$ cat config.mk
export PLATFORM = sky130hd
export DESIGN_NAME = down_counter
export DESIGN_NICKNAME = d
export VERILOG_FILES = /design/src/rtl/down_counter_pkg.sv /design/src/rtl/down_counter.sv
export SDC_FILE = /design/constraint.sdc
export NUM_CORES = 1
export LEC_CHECK = 0
export BUFFER_PORTS_ARGS = -buffer_cell sky130_fd_sc_hd__buf_2
export CORE_UTILIZATION = 44
export DETAILED_ROUTE_END_ITERATION = 8
export PLACE_DENSITY = 0.74
export SLEW_MARGIN = 40
export SYNTH_ARGS = -nofsm -noshare
export SYNTH_HDL_FRONTEND = slang
export SYNTH_SLANG_ARGS = --single-unit
$ cat constraint.sdc
create_clock -name CLK -period 4.5 [get_ports CLK]
set_input_delay 1.125 -clock CLK [delete_from_list [all_inputs] [get_ports CLK]]
set_output_delay 1.125 -clock CLK [all_outputs]
set_load 0.05 [all_outputs]
$ cat src/rtl/down_counter_pkg.sv
// down_counter_pkg: shared state encoding for the loadable down-counter.
`default_nettype none

package down_counter_pkg;

  typedef enum logic [1:0] {
    IDLE    = 2'd0,
    RUN     = 2'd1,
    DONE_ST = 2'd2
  } state_e;

endpackage

`default_nettype wire

$ cat src/rtl/down_counter.sv
// down_counter: loadable down-counter/timer with one-shot or auto-reload
// operation and a registered terminal-count pulse.
`default_nettype none

module down_counter
  import down_counter_pkg::*;
#(
  parameter int WIDTH = 4
) (
  input  logic             CLK,
  input  logic             CLR_N,
  input  logic             LOAD_VALID,
  output logic             LOAD_READY,
  input  logic [WIDTH-1:0] LOAD_VALUE,
  input  logic             EN,
  input  logic             MODE,
  input  logic             STOP,
  output logic [WIDTH-1:0] COUNT,
  output logic             TC,
  output logic             BUSY,
  output logic             DONE
);

  localparam logic [WIDTH-1:0] ONE = WIDTH'(1);

  state_e           state;
  logic [WIDTH-1:0] count;
  logic [WIDTH-1:0] reload;
  logic             tc;

  always_ff @(posedge CLK or negedge CLR_N) begin
    if (!CLR_N) begin
      state  <= IDLE;
      count  <= '0;
      reload <= '0;
      tc     <= 1'b0;
    end else begin
      tc <= 1'b0;
      case (state)
        RUN: begin
          if (STOP) begin
            state <= IDLE;
          end else if (EN) begin
            if (count > ONE) begin
              count <= count - ONE;
            end else begin
              // Terminal detection at 1 keeps COUNT from ever wrapping below 0.
              tc <= 1'b1;
              if (MODE) begin
                count <= reload;
              end else begin
                count <= '0;
                state <= DONE_ST;
              end
            end
          end
        end
        default: begin
          if (LOAD_VALID) begin
            count  <= LOAD_VALUE;
            reload <= LOAD_VALUE;
            if (LOAD_VALUE == '0) begin
              state <= DONE_ST;
              tc    <= 1'b1;
            end else begin
              state <= RUN;
            end
          end
        end
      endcase
    end
  end

  assign COUNT      = count;
  assign TC         = tc;
  assign BUSY       = (state == RUN);
  assign LOAD_READY = (state != RUN);
  assign DONE       = (state == DONE_ST);

endmodule

`default_nettype wire

== Word-level counts from Yosys, hierarchy flattened ==
Cells that the tools add are included.

* $add $sub $neg: 1
* Order comparisons: 1
* Equality and inequality tests: 8
* Multiplexer cells: 19
* Bitwise operators: 1
* Reduce and logical (&&, ||, !) cells: 5

{| class="wikitable"
|+ Operator list
! kind !! count
|-
| 2-to-1 mux 4 bit || 6
|-
| 2-to-1 mux 2 bit || 7
|-
| != test 3 bit (second input constant) || 3
|-
| 2-to-1 mux 1 bit || 6
|-
| > comparator 4 x 1 -> 1 bit (second input constant) || 1
|-
| zero test 4 bit || 1
|-
| != test 2 bit (second input constant) || 2
|-
| AND reduction 4 bit || 1
|-
| subtractor 4 x 1 -> 4 bit (second input constant) || 1
|-
| AND reduction 3 bit || 1
|-
| equality test 2 x 1 -> 1 bit (second input constant) || 1
|-
| equality test 2 bit (second input constant) || 1
|-
| != test 2 x 1 -> 1 bit (second input constant) || 1
|-
| AND reduction 2 bit || 1
|-
| nonzero test 2 bit || 1
|-
| NOT 1 bit || 1
|}

* Register bits after elaboration: 11
* Bits of input ports: 10
* Output and inout bits: 8
* Logic and storage cells: 39

== Depth between registers and ports, before layout ==
Gate-level depths: netlist (run 1).

* Depth after elaboration: 5
* Mapped depth: 7

== Worst setup path after synthesis (run 1) ==
No wires, ideal clock.

* Path type: flip-flop to output port
* Start point: register state[1]
* End point: output BUSY
* Arrival: 1.221 ns
* Data required time: 3.375 ns
* Setup slack: 2.154 ns
* Cell stages (with the launch flop): 4
* Path buffers: 1
* Cells stage by stage: dfrtp_1 nand2b_1 buf_2 inv_1

* Word-level cells in the longest chain between the ends: 1

{| class="wikitable"
|+ Ends and longest elaborated chain
! item !! RTL line !! source
|-
| from (decl) || down_counter.sv:26 || <nowiki>state_e state;</nowiki>
|-
| from (signal assigned) || down_counter.sv:33 || <nowiki>state <= IDLE;</nowiki>
|-
| from (signal assigned) || down_counter.sv:42 || <nowiki>state <= IDLE;</nowiki>
|-
| from (signal assigned) || down_counter.sv:53 || <nowiki>state <= DONE_ST;</nowiki>
|-
| equality test 2 x 1 -> 1 bit || down_counter.sv:76 || <nowiki>assign BUSY = (state == RUN);</nowiki>
|-
| to (decl) || down_counter.sv:20 || <nowiki>output logic BUSY,</nowiki>
|}

No other way between the ends.

== Worst setup path in the final report (run 1) ==
Ends and elaborated chain as after synthesis.

==> flow_summary.ini, run 1 <==
[layout]
final_core_util_pct = 57.09
nets = 102
drive_above_1_share_pct = 26.97
antennaDiodeCount = 0
final_common_cell = buf_2
seq_area_um2 = 275.3
finalInstanceArea_um2 = 770.7
multi_input_area_um2 = 342.8
fill_cells = 138
area_delta_synth_final_pct = 17.33
final_cell_mix = 17 x buf_2, 11 x dfrtp_1, 9 x nand2_1

[global_routing]
grt_overflow_total = 0
grt_max_degree = 14
track_usage_pct = 20.23
first_global_vias = 482
grt_pass1_wl_mm = 2.070
antenna_found_initial = 0

[sta]
clock-skew-final_ns = 0.007054
worst_slack_ns = 1.864
relSlewSlack_pct = 69.47
tns_ns = 0
setup_viol = 0
timing.final.crit_share_pct = 58.57
worstMarginPinSlew_ns = 0.4538
rsz0062_at_grt = false
fin_crit_ns = 2.636
finalMaxSlewViolations = 0
hold_violations = 0
fmax_ghz = 0.3794

[floorplanning]
die_w_um = 40.64
ios = 18
initial_core_util_pct = 48.66
die-height_um = 40.64
die_area_mm2 = 0.001652
row_count = 13
core_mm2 = 0.001350

[cts]
cts.clk_slew.worst_paths_ns = 0.06
ctsHoldBuffers = 0
cts_htree_levels = 1
cts_sinks = 11
cts_tree = done
cts-root-buf = clkbuf_4
ctsLongestPathBuffers = 2
numCtsBuffers = 3
postCtsSetupBuffers = 0
post_cts_resized = 0
clk_latency_ns = 0.26

[detailed_routing]
wirelength_mm = 1.333
drt_iter0_markers = 15
drc_errors = 0
via_count = 569
avgRoutedWirePerCell_um = 12.82
avgViaCountPerCell = 5.471
dr.pass1.iters = 4
postRouteAntennaNets = 0

[worst_setup_path]
crit_start = state[1]
cp_data_arrival_time_ns = 1.51
r2r-start = COUNT[0]
end_kind = output pin
crit_fanout = 13
crit_type = flop to output pin
crit_path_start_kind = flop
worstPathRequired_ns = 3.38

[synth]
synth-seq-cells = 11
syn-cell-area_um2 = 656.9
ys_types = 28
syn_inst = 70
post-synth-top-area-cell = dfrtp_1
synth_area_leaders = dfrtp_1 42%, mux2_1 6.9%, a311oi_1 5.3%
ys_seq_area_share_pct = 41.90
synth_area_per_cell_um2 = 9.384
ys_warn_count = 0
synth_top_area_share_pct = 41.90
synth.net_count = 82

[placement]
port_buffers = 17
gp_congestion = 0.8180
dp_slack_ns = 2.176
hpwl_mm = 1.081
placed_area_um2 = 744.5

[pwr]
peakVddDrop_uv = 342.4
power_density_mw_per_mm2 = 778.0
p_leak_nw = 0.3950
finalPower_mw = 0.5997

[hold_path]
min_path_type = flop to flop
hold_start = reload[3]

[run]
drv_cap = 0

[outcome]
status = finished clean
## layout make-up
type	instances	share of cell area, %
clock buffer	4	3.409
sequential	11	35.71
inverter	6	2.922
tap	15	2.435
multi-input combinational	51	44.48
timing repair buffer	17	11.04
## critical path: stages, from the launching register on
cell and delay, ns:
dfrtp_1 0.40, nand2b_1 0.35, inv_1 0.21, buf_2 0.29
## Yosys cell counts, drive strengths merged
cell,count
dfrtp,11
nand2,9
inv,6
nor2,5
a311oi,4
mux2,4
o21ai,4
a21oi,3
o31ai,3
a31oi,2
buf,2
ha,2
nand3,2
nor3,2
a21o,1
a41o,1
and2,1
and3,1
and4bb,1
nand2b,1
nand3b,1
nor2b,1
nor4,1
o221a,1
or2,1
## cell families (layout without fill, tap and decap cells)
logic type | after synthesis | after routing | synth area share [%]
multiplexers | 4 | 4 | 6.857
flip-flops | 11 | 11 | 41.90
buffers and inverters | 8 | 27 | 5.904
AO/OA/AOI/OAI | 19 | 19 | 20.95
adder cells (fa/ha/maj) | 2 | 2 | 3.809
AND/OR/NAND/NOR | 26 | 26 | 20.57
## sequential cells by signal, summed over array words and instances (netlist names)
register  cells
TC            1
COUNT         4
state         2
reload        4
## through the flow
stage	hold WS, ns	std cells
finish	0.5029	104
global route	0.5161	104
CTS	0.5035	104
detailed placement	0.4895	100
global placement	0.4660	100
floorplan	0.4462	70
## worst paths after layout
path                       slack, ns   endpoint  cells past startpoint
min in group asynchronous       0.71   COUNT[0]                      1
hold reg to reg                 0.50  reload[3]                      2
setup reg to reg                2.81   COUNT[1]                      6
max in group asynchronous       3.58   state[0]                      1
hold / removal                  0.50  reload[3]                      2
setup / recovery                1.86       BUSY                      3
## report_power, final
group          internal [mW]  switching (mW)  leakage (nW)  total (mW)
Combinational          0.118           0.233         0.245       0.351
Clock                 0.0342          0.0295        0.0150      0.0637
Sequential             0.142          0.0426         0.135       0.185
## per-layer routing
layer | track usage, % | up-vias | wire, um
met5 | 0 | - | 0
met4 | 7.500 | 0 | 0
met3 | 9.783 | 0 | 59
met2 | 30.95 | 16 | 654
met1 | 24.48 | 259 | 619
li1 | - | 294 | -
Power figures use the tool's default switching activity.
==> run 2: changes to the inputs <==
Clock period 4.5 ns to 2.7 ns, I/O delays scaled along.
==> run 2 against run 1 <==
- first-iteration DRC count down 6.7%
- core utilization unchanged
- non-clock buffer count unchanged
- global-route usage down 0.71 points
- register-to-register slack worse by 1.8 ns
- sequential share of layout area unchanged
- sequential power up 67%
- power up 67%
- via count up 0.35%
- largest power group unchanged
- critical endpoint unchanged
- combinational power up 66%
==> flow_summary.ini, run 2 (synthesis gave the netlist of run 1 again) <==
[outcome]
status = finished clean

[global_routing]
first_global_vias = 487
antenna_found_initial = 0
track_usage_pct = 19.52
grt_max_degree = 14
grt_overflow_total = 0
grt_pass1_wl_mm = 2.056

[sta]
rsz0062_at_grt = false
hold_violations = 0
worst_slack_ns = 0.5253
fmax_ghz = 0.4598
setup_viol = 0
tns_ns = 0
timing.final.crit_share_pct = 80.54
worstMarginPinSlew_ns = 0.4335
relSlewSlack_pct = 70.83
fin_crit_ns = 2.175
finalMaxSlewViolations = 0
clock-skew-final_ns = 0.005124
hold_ws_ns = 0.2661

[floorplanning]
die_w_um = 40.64
die-height_um = 40.64
initial_core_util_pct = 48.66
core_mm2 = 0.001350
row_count = 13
die_area_mm2 = 0.001652
ios = 18

[cts]
cts_htree_levels = 1
cts-root-buf = clkbuf_4
numCtsBuffers = 3
cts_tree = done
cts_sinks = 11
clk_latency_ns = 0.26
cts.clk_slew.worst_paths_ns = 0.07
ctsLongestPathBuffers = 2
post_cts_resized = 0
postCtsSetupBuffers = 0
ctsHoldBuffers = 0

[pwr]
p_leak_nw = 0.3950
p_switching_mw = 0.5087
peakVddDrop_uv = 573.2
pwr-share-clk_pct = 10.6
p_sw_share_pct = 50.89
combinationalPowerShare_pct = 58.5
power_density_mw_per_mm2 = 1297
seq_power_share_pct = 30.9
internal-power_mw = 0.4909

[layout]
drive_above_1_share_pct = 26.97
final_common_cell = buf_2
final_core_util_pct = 57.09
finalInstanceArea_um2 = 770.7
final_cell_mix = 17 x buf_2, 11 x dfrtp_1, 9 x nand2_1
area_delta_synth_final_pct = 17.33
nets = 102
antennaDiodeCount = 0

[worst_setup_path]
r2r-start = COUNT[0]
worst_path_max_delay_cell = dfrtp_1
rr_worst_depth = 6
worstPathRequired_ns = 2.03
crit_fanout = 13
max_stage_delay_ns = 0.41
path_cells = nand2b_1, inv_1, buf_2
crit_path_start_kind = flop
cp_data_arrival_time_ns = 1.50
crit_type = flop to output pin
end_kind = output pin
reg2reg_slack_ns = 1.01
rr_endpoint = COUNT[1]

[placement]
port_buffers = 17
placed_area_um2 = 744.5
gp_congestion = 0.8182
hpwl_mm = 1.083
dp_slack_ns = 0.8200

[detailed_routing]
postRouteAntennaNets = 0
via_count = 571
dr.pass1.iters = 4
drt_iter0_markers = 14
avgRoutedWirePerCell_um = 12.82
wirelength_mm = 1.333
drc_errors = 0
avgViaCountPerCell = 5.490

[run]
drv_cap = 0

[hold_path]
min_path_type = input port to async pin
run 2: cell counts in the layout (fill, tap and decap cells not counted):
Identical to the previous run, type by type.
run 2: area by class of cell:
class	count	area, um^2
Sequential cell	11	275.3
Clock buffer	4	26.28
Multi-Input combinational cell	51	342.8
Timing Repair Buffer	17	85.08
Fill cell	140	579.3
Tap cell	15	18.77
Inverter	6	22.52
run 2: critical path, delay by kind of cell (launching register included):
| kind | cells | cell delay, ns |
|---|---|---|
| buffers and inverters | 2 | 0.50 |
| DFF | 1 | 0.41 |
| and+or+nand+nor | 1 | 0.34 |
run 2: worst max path at each step:
stage,start,end,cells after the start
global placement,state[1],BUSY,3
global route,state[1],BUSY,3
detailed placement,state[1],BUSY,3
floorplan,COUNT[0],state[1],7
CTS,state[1],BUSY,3
finish,state[1],BUSY,3
run 2: layer usage:
metal | wire length (um) | part of all wire [%] | track usage (%)
met2 | 650 | 49 | 31.35
met4 | 0 | 0 | 5.000
met5 | 0 | 0 | 0
met3 | 63 | 4.7 | 8.152
met1 | 619 | 46 | 24.05
run 2: metrics by stage:
step | power [mW] | instances
CTS | 1.009 | 104
global placement | 0.8765 | 100
detailed placement | 0.9003 | 100
finish | 0.9996 | 104
floorplan | 0.7879 | 70
global route | 1.089 | 104
run 2: power by group through the flow:
stage                     clock network (mW)  registers, mW  logic (mW)
after global routing                   0.118          0.323       0.648
after CTS                              0.110          0.309       0.589
after detailed placement                   0          0.313       0.588
final                                  0.106          0.309       0.584
after global placement                     0          0.304       0.572
after floorplan                            0          0.403       0.385
==> run 3: changes to the inputs <==
Settings changed: ABC_AREA set to 1, PLACE_DENSITY 0.74 to 0.75.
Clock period 2.7 ns to 1.9 ns, I/O delays scaled along.
==> run 3 against run 2 <==
- clock power increased by 45%
- power is 62% higher
- setup slack got worse by 0.36 ns
- sequential share of layout area shrank 3.6 points
- cell count up 38%
- critical endpoint unchanged
- non-clock buffer count is the same
- die area rose by 13%
- worst hold slack worse by 0.20 ns
- core utilization shrank 1.5 points
- cell area grew 11%
- register-to-register slack got worse by 0.56 ns
==> flow_summary.ini, run 3 <==
[synth]
synth-edff-count = 0
synth-async-reset-ratio_pct = 100.0
synth_compound_area_share_pct = 5.872
ys_seq_area_share_pct = 36.91
synth_area_leaders = dfrtp_1 37%, nand2_1 18%, inv_1 9.1%
post-synth-top-area-cell = dfrtp_1
syn-cell-area_um2 = 745.7
synth-simple-area-share_pct = 38.26
ys_warn_count = 0
synth_top_family_by_area = simple AND/OR/NAND/NOR gates
synth-xor-area-share_pct = 0
synth-seq-cells = 11
synth_mux_area_share_pct = 3.020
ys_types = 16
synth.net_count = 120
synth_top_area_share_pct = 36.91
synth_most_common_cell = nand2_1
synth_area_per_cell_um2 = 6.905
synth_adder_area_share_pct = 3.356
synthFlopType = dfrtp_1
syn_inst = 108
yosys-top-cells-count = 36 x nand2_1, 18 x inv_1, 13 x nor2_1

[detailed_routing]
via_count = 715
drt_iter0_markers = 16
postRouteAntennaNets = 0
avgRoutedWirePerCell_um = 10.49
avgViaCountPerCell = 4.965
drc_errors = 0
dr.pass1.iters = 4
wirelength_mm = 1.510

[sta]
finalMaxSlewViolations = 0
hold_violations = 0
clock-skew-final_ns = 0.003883
relSlewSlack_pct = 83.58
setup_viol = 0
timing.final.crit_share_pct = 91.34
hold_ws_ns = 0.06659
worst_slack_ns = 0.1646
worstMarginPinSlew_ns = 0.2463
fin_crit_ns = 1.735
rsz0062_at_grt = false
tns_ns = 0
fmax_ghz = 0.5762

[floorplanning]
die_area_mm2 = 0.001864
row_count = 14
die_w_um = 43.17
initial_core_util_pct = 48.38
core_mm2 = 0.001541
ios = 18
die-height_um = 43.17

[worst_setup_path]
r2r-start = COUNT[0]
crit_start = state[1]
rr_endpoint = COUNT[0]
end_kind = output pin
crit_fanout = 11
worstSetupEndpoint = BUSY
cp_data_arrival_time_ns = 1.26
worstPathRequired_ns = 1.42
crit_type = flop to output pin
reg2reg_slack_ns = 0.45
rr_worst_depth = 9
crit_path_start_kind = flop

[cts]
cts_htree_levels = 1
post_cts_resized = 0
cts-root-buf = clkbuf_4
cts.clk_slew.worst_paths_ns = 0.07
ctsLongestPathBuffers = 2
clk_latency_ns = 0.26
ctsHoldBuffers = 0
cts_sinks = 11
numCtsBuffers = 3
cts_tree = done
postCtsSetupBuffers = 0

[layout]
area_delta_synth_final_pct = 14.93
nets = 141
antennaDiodeCount = 0
seq_area_um2 = 275.3
final_cells = 144
multi_input_area_um2 = 376.6
final_cell_mix = 36 x nand2_1, 18 x inv_1, 17 x buf_2
drive_above_1_share_pct = 22.66
fill_cells = 146
final_common_cell = nand2_1

[outcome]
status = finished clean

[placement]
gp_congestion = 0.8649
hpwl_mm = 1.234
dp_slack_ns = 0.4546
dp_cells = 140
port_buffers = 17

[global_routing]
grt_overflow_total = 0
grt_pass1_wl_mm = 2.484
first_global_vias = 598
track_usage_pct = 18.07
grt_max_degree = 12
antenna_found_initial = 0

[pwr]
peakVddDrop_uv = 826.3
power_density_mw_per_mm2 = 1886
p_leak_nw = 0.5092

[run]
drv_cap = 0

[hold_path]
min_path_type = input port to async pin
-- run 3: changes by cell type in the layout (fill, tap and decap cells not counted), sizes merged, moves of 2 or more --
cell / change
a21oi: -3
a311oi: -4
a31oi: -2
inv: +13
mux2: -2
nand2: +30
nand3: +10
nor2: +9
nor3: -2
o21ai: +2
o31ai: -3
-- run 3: layer usage --
metal	up-vias	share of wire [%]	global-route usage, %
li1	375	-	-
met1	314	49	25.33
met2	22	45	26.27
met3	4	5.0	2.128
met4	0	1.4	10.91
met5	-	0	0
-- run 3: cells by family (layout without fill, tap and decap cells) --
group                    Yosys count  after routing
AND/OR/NAND/NOR                   66             66
adder cells (fa/ha/maj)            2              2
AO/OA/AOI/OAI                      7              7
buffers and inverters             20             40
flip-flops                        11             11
multiplexers                       2              2
-- run 3: final cells by class --
class	count	share of cell area [%]
multi-input combinational	77	43.94
timing repair buffer	17	9.927
inverter	19	8.613
tap	16	2.336
sequential	11	32.12
clock buffer	4	3.066
-- run 3: worst max-delay path: stages (launching register included) --
cell and delay [ns]:
dfrtp_1 0.36, inv_1 0.12, nand2_4 0.10, inv_4 0.14, buf_2 0.28
-- run 3: how the worst min path moves through the flow --
stage	cells after the start	slack [ns]	startpoint	to
after floorplan	0	0.18	CLR_N	COUNT[0]
after global placement	1	0.35	CLR_N	TC
after global routing	1	0.07	CLR_N	TC
final	1	0.07	CLR_N	reload[1]
after CTS	1	0.07	CLR_N	reload[1]
after detailed placement	1	0.35	CLR_N	reload[1]
-- run 3: power breakdown --
part | internal [mW] | switching (mW) | total, mW
clock | 0.0811 | 0.0734 | 0.154
sequential | 0.342 | 0.102 | 0.445
combinational | 0.290 | 0.727 | 1.02
total | 0.713 | 0.903 | 1.62
-- run 3: per-stage QoR --
| stage | instance area [um^2] | util, % | power (mW) |
|---|---|---|---|
| finish | 857.1 | 55.60 | 1.616 |
| global route | 857.1 | 55.60 | 1.767 |
| CTS | 857.1 | 55.60 | 1.617 |
| detailed placement | 830.8 | 53.90 | 1.459 |
| global placement | 830.8 | 53.90 | 1.449 |
| floorplan | 745.7 | - | 1.301 |
